**config.mk**
```make
export PLATFORM = sky130hd
export DESIGN_NAME = sevenseg_scanner_flat
export DESIGN_NICKNAME = d
export VERILOG_FILES = /design/src/rtl/sevenseg_scanner_if.sv /design/src/rtl/sevenseg_scanner.sv /design/src/flat_wrapper.sv
export SDC_FILE = /design/constraint.sdc
export NUM_CORES = 1
export LEC_CHECK = 0
export BUFFER_PORTS_ARGS = -buffer_cell sky130_fd_sc_hd__buf_2
export CORE_MARGIN = 2
export CORE_UTILIZATION = 53
export DETAILED_ROUTE_END_ITERATION = 8
export PLACE_DENSITY = 0.79
export SYNTH_ARGS = -nofsm -noshare
export SYNTH_HDL_FRONTEND = slang
export SYNTH_SLANG_ARGS = --single-unit
```
**constraint.sdc**
```tcl
create_clock -name clk -period 4.77 [get_ports clk]
set_clock_uncertainty 0.2 [all_clocks]
set_input_delay 0.954 -clock clk [delete_from_list [all_inputs] [get_ports clk]]
set_output_delay 0.954 -clock clk [all_outputs]
set_load 0.005 [all_outputs]
```
**src/rtl/sevenseg_scanner_if.sv**
```systemverilog
// Seven-segment fields of the peripheral control bus plus the display drive lines.
// The master side owns the control/data fields; the scanner (slave) owns the drive lines.
interface sevenseg_scanner_if;
   logic [31:0] display_control;
   logic [63:0] sevenseg_data;
   logic [7:0]  anode_n;
   logic [7:0]  cathode_n;
   logic        frame_tick;

   modport master (
      output display_control,
      output sevenseg_data,
      input  anode_n,
      input  cathode_n,
      input  frame_tick
   );

   modport slave (
      input  display_control,
      input  sevenseg_data,
      output anode_n,
      output cathode_n,
      output frame_tick
   );
endinterface

```
**src/rtl/sevenseg_scanner.sv**
```systemverilog
// Eight-digit common-anode seven-segment scanner with per-digit enable and 16-step PWM.
// Control and data are snapshotted at each frame start so software rewrites never tear a frame.
module sevenseg_scanner #(
   parameter int unsigned SUB_DIV = 6250
) (
   input logic               clk,
   input logic               reset,
   sevenseg_scanner_if.slave bus
);

   localparam int unsigned     SubW    = $clog2(SUB_DIV);
   localparam logic [SubW-1:0] SubLast = SubW'(SUB_DIV - 1);

   if (SUB_DIV < 2) begin : g_bad_sub_div
      $error("sevenseg_scanner: SUB_DIV must be at least 2");
   end

   logic [SubW-1:0] sub_cnt_q, sub_cnt_d;
   logic [3:0]      phase_q, phase_d;
   logic [2:0]      digit_q, digit_d;
   logic [11:0]     ctrl_q, ctrl_d;
   logic [63:0]     data_q, data_d;
   logic [7:0]      anode_n_q, anode_n_d;
   logic [7:0]      cathode_n_q, cathode_n_d;
   logic            frame_tick_q, frame_tick_d;

   logic            frame_start;
   logic            sub_wrap;
   logic            lit;
   logic [11:0]     eff_ctrl;
   logic [63:0]     eff_data;

   // Upper control bits carry nothing for this block.
   logic unused_ctrl_bits;
   assign unused_ctrl_bits = ^bus.display_control[31:12];

   // Scan counters, frame snapshot and next output values.
   always_comb begin
      frame_start = (sub_cnt_q == '0) && (phase_q == 4'd0) && (digit_q == 3'd0);

      // On the frame-start cycle the live bus is used directly, so a write landing
      // exactly there is visible in the frame it starts.
      eff_ctrl = frame_start ? bus.display_control[11:0] : ctrl_q;
      eff_data = frame_start ? bus.sevenseg_data : data_q;
      ctrl_d   = eff_ctrl;
      data_d   = eff_data;

      sub_wrap  = (sub_cnt_q == SubLast);
      sub_cnt_d = sub_wrap ? '0 : sub_cnt_q + SubW'(1);
      phase_d   = sub_wrap ? phase_q + 4'd1 : phase_q;
      digit_d   = (sub_wrap && (phase_q == 4'd15)) ? digit_q + 3'd1 : digit_q;

      // phase 15 can never satisfy phase < brightness, giving a dark gap before each digit change.
      lit = eff_ctrl[digit_q] && (phase_q < eff_ctrl[11:8]);

      anode_n_d    = lit ? ~(8'd1 << digit_q) : 8'hFF;
      cathode_n_d  = lit ? ~eff_data[{digit_q, 3'b000} +: 8] : 8'hFF;
      frame_tick_d = frame_start;
   end

   // State and registered outputs, synchronous reset.
   always_ff @(posedge clk) begin
      if (reset) begin
         sub_cnt_q    <= '0;
         phase_q      <= 4'd0;
         digit_q      <= 3'd0;
         ctrl_q       <= 12'd0;
         data_q       <= 64'd0;
         anode_n_q    <= 8'hFF;
         cathode_n_q  <= 8'hFF;
         frame_tick_q <= 1'b0;
      end else begin
         sub_cnt_q    <= sub_cnt_d;
         phase_q      <= phase_d;
         digit_q      <= digit_d;
         ctrl_q       <= ctrl_d;
         data_q       <= data_d;
         anode_n_q    <= anode_n_d;
         cathode_n_q  <= cathode_n_d;
         frame_tick_q <= frame_tick_d;
      end
   end

   assign bus.anode_n    = anode_n_q;
   assign bus.cathode_n  = cathode_n_q;
   assign bus.frame_tick = frame_tick_q;

endmodule

```
**src/flat_wrapper.sv**
```systemverilog
// flat-port wrapper written by rule: the top's interface ports become plain ports
module sevenseg_scanner_flat 
#(
   parameter int unsigned SUB_DIV = 6250
)
  (clk, reset, bus_display_control, bus_sevenseg_data, bus_anode_n, bus_cathode_n, bus_frame_tick);
  sevenseg_scanner_if bus_i ();
  input logic clk;
  input logic reset;
  input wire logic [$bits(bus_i.display_control)-1:0] bus_display_control;
  input wire logic [$bits(bus_i.sevenseg_data)-1:0] bus_sevenseg_data;
  output wire logic [$bits(bus_i.anode_n)-1:0] bus_anode_n;
  output wire logic [$bits(bus_i.cathode_n)-1:0] bus_cathode_n;
  output wire logic [$bits(bus_i.frame_tick)-1:0] bus_frame_tick;
  assign bus_i.display_control = bus_display_control;
  assign bus_i.sevenseg_data = bus_sevenseg_data;
  assign bus_anode_n = bus_i.anode_n;
  assign bus_cathode_n = bus_i.cathode_n;
  assign bus_frame_tick = bus_i.frame_tick;
  sevenseg_scanner #(.SUB_DIV(SUB_DIV)) u_core (.clk(clk), .reset(reset), .bus(bus_i));
endmodule
```
==> results.toml <==
[run_status]
status = "completed"

[worst_hold_path]
hold_path.class = "reg2reg"
min_to = "u_core.ctrl_q[6]"
min_path_cells = 2
min-delay-start = "u_core.ctrl_q[6]"

[setup_path]
ff2ff_setup_slack_ns = 0.71
slowest_stage = "a2111oi_4"
worstReg2RegStart = "u_core.phase_q[3]"
critPathMaxFanout = 10
worstPathArrival_ns = 4.21
worstReg2RegEnd = "u_core.bus.cathode_n[6]"
crit_family = "simple AND/OR/NAND/NOR gates"
crit_required_ns = 4.92
cp-start-kind = "register"
crit_type = "reg2reg"
crit_buf_inv = 0
max_stage_delay_ns = 0.55
path_cells = "nor4_1, nand4_1, or3_1, mux2i_1, ha_1, a21o_1, a211o_1, nor4b_1, nor3_1, a2111oi_4, o21ai_0"
startpoint = "u_core.phase_q[3]"
crit_path_end_kind = "register"
rr_worst_depth = 11

[detailed_routing]
drt_pass1_iterations = 5
routed_wl_um = 11700
drt_iter0_drc = 184
detail-route-antenna-nets = 0
drt-wirelength-per-cell_um = 15.7
drc = 0
vias_per_cell = 5.61
vias = 4171

[floorplan]
start_util_pct = 55.2
die_y_um = 99.8
fp.dieW_um = 99.8
core-area_sq_mm = 0.00881
rows = 34
die_area_sq_mm = 0.00996
pin_count = 115

[power]
total_power_mw = 2.56
p_per_area_mw_per_mm2 = 430
ir_worst_vdd_mv = 0.307
leakage_nw = 2.59

[clock_network]
cts_buffer_depth = 2
cts_made_buffers = 17
cts-root-buf = "clkbuf_8"
cts.sink_count = 113
cts_tree = "done"
clk_latency_ns = 0.51
post_cts_buffers = 0
cts_resized = 0
cts_hold_buf = 0
h-tree-depth = 4
clk_pin_slew_ns = 0.05

[synth]
synth.largest_area_cell = "dfxtp_1"
postSynthCellCount = 536
synth_common_cells = "dfxtp_1 (113), nand2_1 (89), nor2_1 (73)"
synth_top_area_share_pct = 46.5
post-synth-top-count-cell = "dfxtp_1"
async_reset_ff_share_pct = 0
syn_nets = 648
ys_ff_latch = 113
synth_edf_count = 0
syn_avg_cell_area_sq_um = 9.07
ys_types = 41
netlist_area_sq_mm = 0.00486
synth-main-ff-cell = "dfxtp_1"
ys_seq_area_share_pct = 46.5
ys_warn_count = 0
ys_top_cells_by_area = "dfxtp_1 (47%), mux2i_1 (8.9%), nand2_1 (6.9%)"

[global_routing]
grt_pass1_vias = 4083
antenna_found_initial = 0
grt_max_degree = 87
grt-ovfl-total = 0
track_usage_pct = 24.3
grt_pass1_wl_um = 19100

[cells_and_area]
area_growth_pct = 22.4
nets = 735
final_util_pct = 67.6
insertedDiodeCount = 0
n_fill_cell = 685
drive_above_1_share_pct = 23.0

[flow_run]
max-cap-violations = 0

[placed_design]
place_congestion = 0.789
hpwl_um = 7800
io_buffers = 94

[timing]
slew_viol_final = 0
finalSetupViolCount = 0
period_share_pct = 85.1
min_period_ns = 4.06
max_freq_mhz = 246
fin_setup_tns_ns = 0
finalHoldViolations = 0
relSlewSlack_pct = 42.0
worst_pin_slew_ns = 0.871
rsz0062_at_grt = "false"
[routing by layer]
layer	wire length (um)	vias up	track usage, %
met4	244	0	8.96
met5	0	-	0
met3	661	23	6.13
li1	-	2027	-
met2	5710	144	41.0
met1	5060	1977	30.3
[worst max path at each step]
stage | to | slack, ns | depth (start not counted)
2_1_floorplan | u_core.bus.cathode_n[0] | 0.42 | 17
3_3_place_gp | u_core.bus.cathode_n[5] | 0.91 | 11
3_5_place_dp | u_core.bus.cathode_n[5] | 0.74 | 11
4_1_cts | u_core.bus.cathode_n[6] | 0.70 | 11
5_1_grt | u_core.bus.cathode_n[5] | 0.39 | 11
6_report | u_core.bus.cathode_n[6] | 0.71 | 11
[kinds of logic after synthesis]
family / share of synthesized area, %
buf+inv: 3.78
flops: 46.5
simple gates: 19.2
compound gates: 11.1
mux: 13.0
fa+ha+maj: 3.60
xor+xnor: 2.70
[registers in the layout, indices dropped and copies added, names as in the netlist]
register / flops
u_core.bus.anode_n: 8
u_core.bus.cathode_n: 8
u_core.bus.frame_tick: 1
u_core.ctrl_q: 12
u_core.data_q: 64
u_core.digit_q: 3
u_core.phase_q: 4
u_core.sub_cnt_q: 13
[report_power, final]
| group | leakage, nW | switching, mW | internal, mW |
|---|---|---|---|
| combinational | 1.40 | 0.190 | 0.151 |
| clock | 0.270 | 0.418 | 0.762 |
| sequential | 0.927 | 0.0241 | 1.02 |
[tightest hold or removal path: cells and delay by family, from the launching register on]
kind            cells  cell delay (ns)
simple gates        1             0.05
compound gates      1             0.05
flops               1             0.30
[cell type report]
cell class	count	area (sq um)	share of cell area, %
Tap cell	108	135	2.27
Timing Repair Buffer	103	538	9.04
Inverter	11	41.3	0.693
Multi-Input combinational cell	377	2420	40.6
Sequential cell	113	2260	38.0
Clock inverter	10	111	1.87
Clock buffer	21	449	7.54
[cells in the final DEF (no fill, tap or decap), types with 6 or more instances in the layout]
| cell | instances |
|---|---|
| a22o_1 | 6 |
| a21oi_1 | 40 |
| and3_1 | 7 |
| xnor2_1 | 10 |
| inv_1 | 11 |
| clkbuf_16 | 16 |
| buf_4 | 9 |
| nand3_1 | 17 |
| buf_2 | 94 |
| nand2_1 | 89 |
| nor3_1 | 6 |
| nor2_1 | 73 |
| mux4_2 | 8 |
| a221oi_1 | 8 |
| dfxtp_1 | 113 |
| ha_1 | 14 |
| mux2i_1 | 43 |
[per-stage QoR]
step,instance area (sq um),setup WS (ns),cells,hold slack (ns)
floorplan,4860,0.421,536,0.226
global placement,5390,0.909,712,0.234
detailed placement,5390,0.740,712,0.243
CTS,5950,0.702,743,0.249
global route,5950,0.387,743,0.271
finish,5950,0.713,743,0.249
No activity file was read; power rests on OpenSTA's default activity.
